## src/rtl/display_pkg.sv

```systemverilog
// Shared display constants, the line byte-count helper and the sequencer state type.
package display_pkg;

  localparam int unsigned DISPLAY_X_RES = 320;
  localparam int unsigned DISPLAY_Y_RES = 240;

  typedef enum logic [1:0] {
    SEQ_IDLE  = 2'd0,
    SEQ_RUN   = 2'd1,
    SEQ_DRAIN = 2'd2
  } seq_state_e;

  // 16-bit pixels, so a line occupies two bytes per pixel.
  function automatic logic [15:0] LINE_BYTES(input int unsigned x_res);
    return 16'(x_res * 2);
  endfunction

endpackage

```

## src/rtl/display_pixel_position.sv

```systemverilog
// Column/row position of accepted pixels within a frame, with line-wrap and last-pixel flags.
module display_pixel_position
  import display_pkg::*;
#(
  parameter int unsigned X_RES = DISPLAY_X_RES,
  parameter int unsigned Y_RES = DISPLAY_Y_RES,
  localparam int unsigned COL_W = $clog2(X_RES),
  localparam int unsigned ROW_W = $clog2(Y_RES)
) (
  input  logic             clk_i,
  input  logic             rst_ni,
  input  logic             advance_i,
  output logic [COL_W-1:0] col_o,
  output logic [ROW_W-1:0] row_o,
  output logic             line_wrap_o,
  output logic             last_o
);

  logic [COL_W-1:0] col_q, col_d;
  logic [ROW_W-1:0] row_q, row_d;
  logic             col_end, row_end;

  assign col_end = (col_q == COL_W'(X_RES - 1));
  assign row_end = (row_q == ROW_W'(Y_RES - 1));

  always_comb begin
    col_d = col_q;
    row_d = row_q;
    if (advance_i) begin
      if (col_end) begin
        col_d = '0;
        row_d = row_end ? '0 : row_q + 1'b1;
      end else begin
        col_d = col_q + 1'b1;
      end
    end
  end

  always_ff @(posedge clk_i or negedge rst_ni) begin
    if (!rst_ni) begin
      col_q <= '0;
      row_q <= '0;
    end else begin
      col_q <= col_d;
      row_q <= row_d;
    end
  end

  assign col_o       = col_q;
  assign row_o       = row_q;
  assign line_wrap_o = advance_i && col_end;
  assign last_o      = col_end && row_end;

endmodule

```

## src/rtl/display_frame_sequencer.sv

```systemverilog
// Issues one framebuffer read per display line, forwards returned pixels with a frame tlast,
// and applies double-buffer swaps only between frames.
module display_frame_sequencer
  import display_pkg::*;
#(
  parameter int unsigned X_RES           = DISPLAY_X_RES,
  parameter int unsigned Y_RES           = DISPLAY_Y_RES,
  parameter int unsigned ADDR_WIDTH      = 32,
  parameter int unsigned MAX_OUTSTANDING = 2
) (
  input  logic                  aclk,
  input  logic                  resetn,
  input  logic                  enable,
  input  logic [ADDR_WIDTH-1:0] fb_addr,
  input  logic                  fb_swap,
  output logic                  fb_swapped,
  output logic                  busy,
  output logic                  m_rd_valid,
  input  logic                  m_rd_ready,
  output logic [ADDR_WIDTH-1:0] m_rd_addr,
  output logic [15:0]           m_rd_len,
  input  logic                  s_pix_tvalid,
  output logic                  s_pix_tready,
  input  logic [15:0]           s_pix_tdata,
  output logic                  m_axis_tvalid,
  input  logic                  m_axis_tready,
  output logic                  m_axis_tlast,
  output logic [15:0]           m_axis_tdata
);

  localparam int unsigned COL_W  = $clog2(X_RES);
  localparam int unsigned ROW_W  = $clog2(Y_RES);
  localparam int unsigned LCNT_W = $clog2(Y_RES + 1);
  localparam logic [ADDR_WIDTH-1:0] LINE_STEP = ADDR_WIDTH'(LINE_BYTES(X_RES));

  seq_state_e            state_q, state_d;
  logic [ADDR_WIDTH-1:0] line_addr_q, line_addr_d;
  logic [ADDR_WIDTH-1:0] active_base_q, active_base_d;
  logic [ADDR_WIDTH-1:0] pending_addr_q, pending_addr_d;
  logic                  pending_valid_q, pending_valid_d;
  logic                  fb_valid_q, fb_valid_d;
  logic [LCNT_W-1:0]     lines_issued_q, lines_issued_d;
  logic [2:0]            outstanding_q, outstanding_d;
  logic                  rd_valid_q, rd_valid_d;
  logic                  swapped_q, swapped_d;

  logic             rd_fire, pix_accept, line_wrap, last_pixel, frame_done, start_frame;
  logic [COL_W-1:0] pix_col;
  logic [ROW_W-1:0] pix_row;

  assign rd_fire    = rd_valid_q && m_rd_ready;
  assign pix_accept = s_pix_tvalid && m_axis_tready;
  assign frame_done = pix_accept && last_pixel;

  display_pixel_position #(
    .X_RES(X_RES),
    .Y_RES(Y_RES)
  ) u_position (
    .clk_i      (aclk),
    .rst_ni     (resetn),
    .advance_i  (pix_accept),
    .col_o      (pix_col),
    .row_o      (pix_row),
    .line_wrap_o(line_wrap),
    .last_o     (last_pixel)
  );

  // A swap arriving in the same cycle as a frame start lands in pending for the following frame.
  always_comb begin
    state_d         = state_q;
    line_addr_d     = line_addr_q;
    active_base_d   = active_base_q;
    pending_addr_d  = pending_addr_q;
    pending_valid_d = pending_valid_q;
    fb_valid_d      = fb_valid_q;
    lines_issued_d  = lines_issued_q;
    swapped_d       = 1'b0;
    start_frame     = 1'b0;

    case (state_q)
      SEQ_IDLE: begin
        if (enable && fb_valid_q) start_frame = 1'b1;
      end
      SEQ_RUN: begin
        if (rd_fire) begin
          line_addr_d    = line_addr_q + LINE_STEP;
          lines_issued_d = lines_issued_q + 1'b1;
          if (lines_issued_d == LCNT_W'(Y_RES)) state_d = SEQ_DRAIN;
        end
      end
      SEQ_DRAIN: begin
        if (frame_done) begin
          if (enable) start_frame = 1'b1;
          else        state_d = SEQ_IDLE;
        end
      end
      default: state_d = SEQ_IDLE;
    endcase

    if (start_frame) begin
      state_d        = SEQ_RUN;
      lines_issued_d = '0;
      if (pending_valid_q) begin
        active_base_d   = pending_addr_q;
        line_addr_d     = pending_addr_q;
        pending_valid_d = 1'b0;
        swapped_d       = 1'b1;
      end else begin
        line_addr_d = active_base_q;
      end
    end

    if (fb_swap) begin
      pending_addr_d  = fb_addr;
      pending_valid_d = 1'b1;
      fb_valid_d      = 1'b1;
    end

    outstanding_d = outstanding_q + {2'b00, rd_fire} - {2'b00, line_wrap};
    rd_valid_d    = (rd_valid_q && !m_rd_ready) ||
                    ((state_q == SEQ_RUN) &&
                     (lines_issued_d < LCNT_W'(Y_RES)) &&
                     (outstanding_d < 3'(MAX_OUTSTANDING)));
  end

  always_ff @(posedge aclk or negedge resetn) begin
    if (!resetn) begin
      state_q         <= SEQ_IDLE;
      line_addr_q     <= '0;
      active_base_q   <= '0;
      pending_addr_q  <= '0;
      pending_valid_q <= 1'b0;
      fb_valid_q      <= 1'b0;
      lines_issued_q  <= '0;
      outstanding_q   <= '0;
      rd_valid_q      <= 1'b0;
      swapped_q       <= 1'b0;
    end else begin
      state_q         <= state_d;
      line_addr_q     <= line_addr_d;
      active_base_q   <= active_base_d;
      pending_addr_q  <= pending_addr_d;
      pending_valid_q <= pending_valid_d;
      fb_valid_q      <= fb_valid_d;
      lines_issued_q  <= lines_issued_d;
      outstanding_q   <= outstanding_d;
      rd_valid_q      <= rd_valid_d;
      swapped_q       <= swapped_d;
    end
  end

  assign m_rd_valid    = rd_valid_q;
  assign m_rd_addr     = line_addr_q;
  assign m_rd_len      = LINE_BYTES(X_RES);
  assign fb_swapped    = swapped_q;
  assign busy          = (state_q != SEQ_IDLE);
  assign m_axis_tvalid = s_pix_tvalid;
  assign s_pix_tready  = m_axis_tready;
  assign m_axis_tdata  = s_pix_tdata;
  assign m_axis_tlast  = (pix_row == ROW_W'(Y_RES - 1)) && (pix_col == COL_W'(X_RES - 1));

endmodule

```

## config.mk

```make
export PLATFORM = sky130hd
export DESIGN_NAME = display_frame_sequencer
export DESIGN_NICKNAME = d
export VERILOG_FILES = /design/src/rtl/display_pkg.sv /design/src/rtl/display_pixel_position.sv /design/src/rtl/display_frame_sequencer.sv
export SDC_FILE = /design/constraint.sdc
export NUM_CORES = 1
export LEC_CHECK = 0
export BUFFER_PORTS_ARGS = -buffer_cell sky130_fd_sc_hd__buf_2
export CORE_MARGIN = 2
export CORE_UTILIZATION = 50
export CTS_CLUSTER_DIAMETER = 80
export DETAILED_ROUTE_END_ITERATION = 8
export PLACE_DENSITY = 0.72
export RECOVER_POWER = 25
export REMOVE_ABC_BUFFERS = 1
export SLEW_MARGIN = 20
export SYNTH_ARGS = -nofsm -noshare
export SYNTH_HDL_FRONTEND = slang
export SYNTH_SLANG_ARGS = --single-unit
```

## constraint.sdc

```tcl
create_clock -name aclk -period 3.6 [get_ports aclk]
set_input_delay 0.72 -clock aclk [delete_from_list [all_inputs] [get_ports aclk]]
set_output_delay 0.72 -clock aclk [all_outputs]
set_load 0.02 [all_outputs]
```

## After elaboration in Yosys (flattened, before gate mapping)

Index checks and enable logic that the tools add are counted.
W data, S select, Z words.

- Bits in registers: 130
- Logic and storage cells: 72

- $add $sub $neg: 6
- Order comparisons: 2
- Equal/unequal tests: 10
- Mux-type cells: 23
- Reductions and logical operators: 19

Operators with widths:

| cell | count |
|---|---|
| $mux W32 | 4 |
| $add A32 B10 Y32 const B | 1 |
| $mux W8 | 4 |
| $add A8 B1 Y8 const B | 2 |
| $eq A8 B8 Y1 const B | 2 |
| $ne A3 B3 Y1 const B | 4 |
| $mux W2 | 5 |
| $add A9 B1 Y9 const B | 1 |
| $eq A9 B9 Y1 const B | 1 |
| $logic_and A1 B1 Y1 | 9 |
| $mux W9 | 1 |
| $lt A8 B8 Y1 const B | 1 |
| $reduce_bool A2 Y1 | 4 |
| $mux W1 | 7 |
| $pmux W2 S3 | 1 |
| $reduce_and A5 Y1 | 1 |
| $reduce_and A2 Y1 | 2 |
| $add A3 B1 Y3 | 1 |
| $lt A3 B2 Y1 const B | 1 |
| $sub A3 B1 Y3 | 1 |
| $eq A2 B1 Y1 const B | 1 |
| $eq A2 B2 Y1 const B | 1 |
| $logic_not A2 Y1 | 1 |
| $ne A2 B2 Y1 const B | 1 |
| 3 further kinds | 3 |

## Depth between registers and ports, before layout

- Depth in word-level cells: 10
- Depth in mapped cells: 12
- Mapped depth without buffers: 11

## Hierarchy

From an unflattened synthesis, not the netlist that was laid out.

- Cells, all modules: 559
- Area, all modules: 6502.5 µm²

By module, submodules not included:

| module | times used | cells an instance | area an instance (µm²) |
|---|---|---|---|
| display_frame_sequencer | 1 | 470 | 5599.1 |
| display_pixel_position | 1 | 89 | 903.4 |

## Least setup slack after synthesis

OpenSTA, ideal clock, no wires.

- Path type: input -> register
- Start: input port s_pix_tvalid
- End: register rd_valid_q (netlist: m_rd_valid)
- Arrival: 2622 ps
- Data required time: 3512 ps
- Slack: 889 ps
- Cell stages on the path: 11
- Buffers on the path: 1
- Cells stage by stage: nand4_1 -> nor4_1 -> buf_2 -> ha_1 -> inv_1 -> ha_1 -> fa_1 -> xnor2_1 -> xnor2_1 -> o31a_1 -> a41oi_1

RTL lines:

| what | RTL line | text |
|---|---|---|
| start, declared | display_frame_sequencer.sv:22 | `input logic s_pix_tvalid,` |
| $logic_and A1 B1 Y1 | display_frame_sequencer.sv:52 | `assign pix_accept = s_pix_tvalid && m_axis_tready;` |
| $logic_and A1 B1 Y1 | display_pixel_position.sv:51 | `assign line_wrap_o = advance_i && col_end;` |
| named net line_wrap | display_frame_sequencer.sv:47 | `logic rd_fire, pix_accept, line_wrap, last_pixel, frame_done, start_frame;` |
| $sub A3 B1 Y3 | display_frame_sequencer.sv:119 | `outstanding_d = outstanding_q + {2'b00, rd_fire} - {2'b00, line_wrap};` |
| named net outstanding_d[2] | display_frame_sequencer.sv:43 | `logic [2:0] outstanding_q, outstanding_d;` |
| $lt A3 B2 Y1 | display_frame_sequencer.sv:123 | `(outstanding_d < 3'(MAX_OUTSTANDING)));` |
| $logic_and A1 B1 Y1 | display_frame_sequencer.sv:122 | `(lines_issued_d < LCNT_W'(Y_RES)) &&` |
| $logic_or A1 B1 Y1 | display_frame_sequencer.sv:120 | `rd_valid_d = (rd_valid_q && !m_rd_ready) \|\|` |
| named net rd_valid_d | display_frame_sequencer.sv:44 | `logic rd_valid_q, rd_valid_d;` |
| end signal, assigned | display_frame_sequencer.sv:147 | `rd_valid_q <= rd_valid_d;` |
| end, declared | display_frame_sequencer.sv:44 |  |

The timed path passes the listed nets, and every way through them passes these cells.
A chain may end at the register's enable or synchronous reset.

## Worst setup path in the final report

- Start: register u_position.row_q[0] (netlist: u_position.row_o[0])
- End: output port m_axis_tlast

- Longest elaborated chain between the ends: 2

Ends and longest elaborated chain:

| what | RTL line | text |
|---|---|---|
| start, declared | display_pixel_position.sv:20 | `logic [ROW_W-1:0] row_q, row_d;` |
| start signal, assigned | display_pixel_position.sv:45 | `row_q <= row_d;` |
| $eq A8 B8 Y1 | display_frame_sequencer.sv:160 | `assign m_axis_tlast = (pix_row == ROW_W'(Y_RES - 1)) && (pix_col == COL_W'(X_RES - 1));` |
| $logic_and A1 B1 Y1 | display_frame_sequencer.sv:160 |  |
| end, declared | display_frame_sequencer.sv:27 | `output logic m_axis_tlast,` |

No other way between the ends.

==> impl_metrics.ini <==
[worst_setup_path]
rr_startpoint = u_position.col_o[1]
timing.rr.end = m_rd_valid
cp_cell_sequence = ha_1 -> nand3_1 -> or2_2 -> nor4_1 -> buf_2
cp-endpoint = m_axis_tlast
worst-endpoint-arrival_ps = 1960
crit_slowest_cell = dfrtp_1
path_max_fanout = 4
r2r_cells = 11
worstSetupStartpointType = register
crit_start = u_position.row_o[0]
criticalPathCategory = register to output port
max_stage_delay_ps = 400
rrSetupSlack_ps = 920
required_ps = 2880
cp-end-kind = output port

[logic_synthesis]
netlist_top_cells_area = dfrtp_1 (50%), mux2_2 (7.3%), mux2_4 (4.4%), buf_4 (3.9%), mux2i_1 (3.2%)
syn_inst = 573
synth.distinct_cells = 57
synth_top_area_share_pct = 50.2
synthTopCellsByCount = dfrtp_1 (130), mux2_2 (42), nor2_1 (36)
synth_most_common_cell = dfrtp_1
netlist_area_um2 = 6480
synth-seq-area-share_pct = 50.2
synth_edf_count = 0
synth-seq-cells = 130
synth_warnings = 0
synthArstFlopShare_pct = 100
syn_avg_cell_area_um2 = 11.3
yosysTopAreaCell = dfrtp_1
ys.flop_type = dfrtp_1

[cells_and_area]
insertedDiodeCount = 0
fin_nets = 689
area_delta_synth_final_pct = 13.4
drive_above_1_share_pct = 29.2

[clocking]
cts_buffer_depth = 2
numCtsBuffers = 17
cts_num_sinks = 130
clk_latency_ps = 420
clock-root-buffer = clkbuf_16
cts-hold-fix-buffers = 0
cts_setup_buffers = 0
path_clk_slew_ps = 60
ctsResizeCount = 0
cts_tree = yes
h-tree-depth = 4

[placed_design]
hpwlAfterDp_um = 8820
place_congestion = 0.848
port_buffers = 76

[pwr]
irDropWorstVdd_uv = 487
pwr_density_cell_nw_per_um2 = 710
cellLeakagePower_nw = 3.37

[sta]
slew_headroom_pct = 6.26
hold_viol = 0
tightest_slew_ps = 1410
setup-tns-final_ps = 0
final_max_slew_viol_count = 0
period_share_pct = 74.5
hold_ws_ps = 463
clock_skew_ps = 12.7
rsz0062_at_grt = no
max_freq_ghz = 0.373
setup_viol = 0
min_period_ps = 2680

[route]
remaining_drc_errors = 0
drt-wirelength-per-cell_um = 16.5
ant_nets = 0
drt-pass1-iter-count = 4
wirelength_um = 13400
first_iter_violations = 320
vias = 4492
viasPerCell = 5.53

[floorplan]
core_um2 = 12600
die-area_um2 = 13900
die_w_um = 118
pin_count = 125
placementRows = 41
die_h_um = 118
initial_core_util_pct = 51.3

[flow_run]
cap_viol_max_count = 0

[global_route]
grt_usage_pct = 20.3
grt_max_degree = 56
antenna_found_initial = 0
gr-total-overflow = 0
grt_pass1_wl_um = 22300
grt_pass1_vias = 4506

[worst_hold_path]
hold_class = register to register

[run_status]
outcome = completed
==> metrics by stage <==
step           worst slack (ps)  power, mW  instances  utilization [%]  instance area, um^2
2_1_floorplan               339       3.15        526                -                 6150
3_3_place_gp                820       3.58        780             54.0                 6810
3_5_place_dp                758       3.64        780             54.0                 6810
4_1_cts                     904       5.25        812             58.3                 7360
5_1_grt                     576       5.50        812             58.2                 7340
6_report                    916       5.22        812             58.2                 7340
==> cell families after synthesis <==
kind of cell	share of synthesized area, %
buffers and inverters	6.43
AOI/OAI and AO/OA	8.30
and+or+nand+nor	14.1
xor gates and xnor gates	4.46
muxes	14.9
adders and majority gates	1.47
DFF	50.2
other	0.116
==> how the worst min path moves through the flow <==
stage	from	end	slack [ps]	cells past startpoint
6_report	fb_valid_q	fb_valid_q	460	1
2_1_floorplan	resetn	active_base_q[0]	420	0
3_5_place_dp	fb_valid_q	fb_valid_q	450	1
5_1_grt	fb_valid_q	fb_valid_q	480	1
4_1_cts	resetn	fb_swapped	380	1
3_3_place_gp	fb_valid_q	fb_valid_q	450	1
==> critical path: cells and delay by family, from the launching register on <==
family	cells	cell delay, ps
and+or+nand+nor	3	740
adders and majority gates	1	200
DFF	1	400
buffers and inverters	1	210
==> registers in the layout, summed over array words and instances (netlist names), 2 cells and up <==
register          count
active_base_q        32
outstanding_q         3
u_position.col_o      9
lines_issued_q        8
state_q               2
u_position.row_o      8
pending_addr_q       32
m_rd_addr            32
==> per-layer routing <==
metal	GRT usage [%]	routed length, um
met1	27.1	6140
met2	31.1	6290
met5	0	0
met3	7.12	860
met4	6.93	142
==> report_power, final <==
group | internal (mW) | switching, mW
Clock | 0.931 | 0.650
Combinational | 0.632 | 0.727
Sequential | 1.88 | 0.390
==> cells in the final DEF (no fill, tap or decap), drive strengths merged, types with 4 or more instances in the layout <==
cell type and instances:
xor2 19, mux2 61, nand4 15, clkinv 6, nor3 10, nand3 20
o21a 4, dfrtp 130, mux2i 21, nand4b 5, clkinvlp 5, clkbuf 23
ha 6, o21ai 9, nand2 35, nor2b 14, and3 9, xnor2 14
conb 16, nor2 36, a211oi 16, and2 4, or2 4, nor4 7
buf 79, inv 10, a21oi 26
==> cell type report <==
type,count,area [um^2]
inverters,9,33.8
clock inverters,12,83.8
clock buffers,20,467
flip-flops and latches,130,3250
well taps,172,215
repair buffers,82,422
multi-input cells,387,2870
fillers,1099,5280
Power figures use the tool's default switching activity.
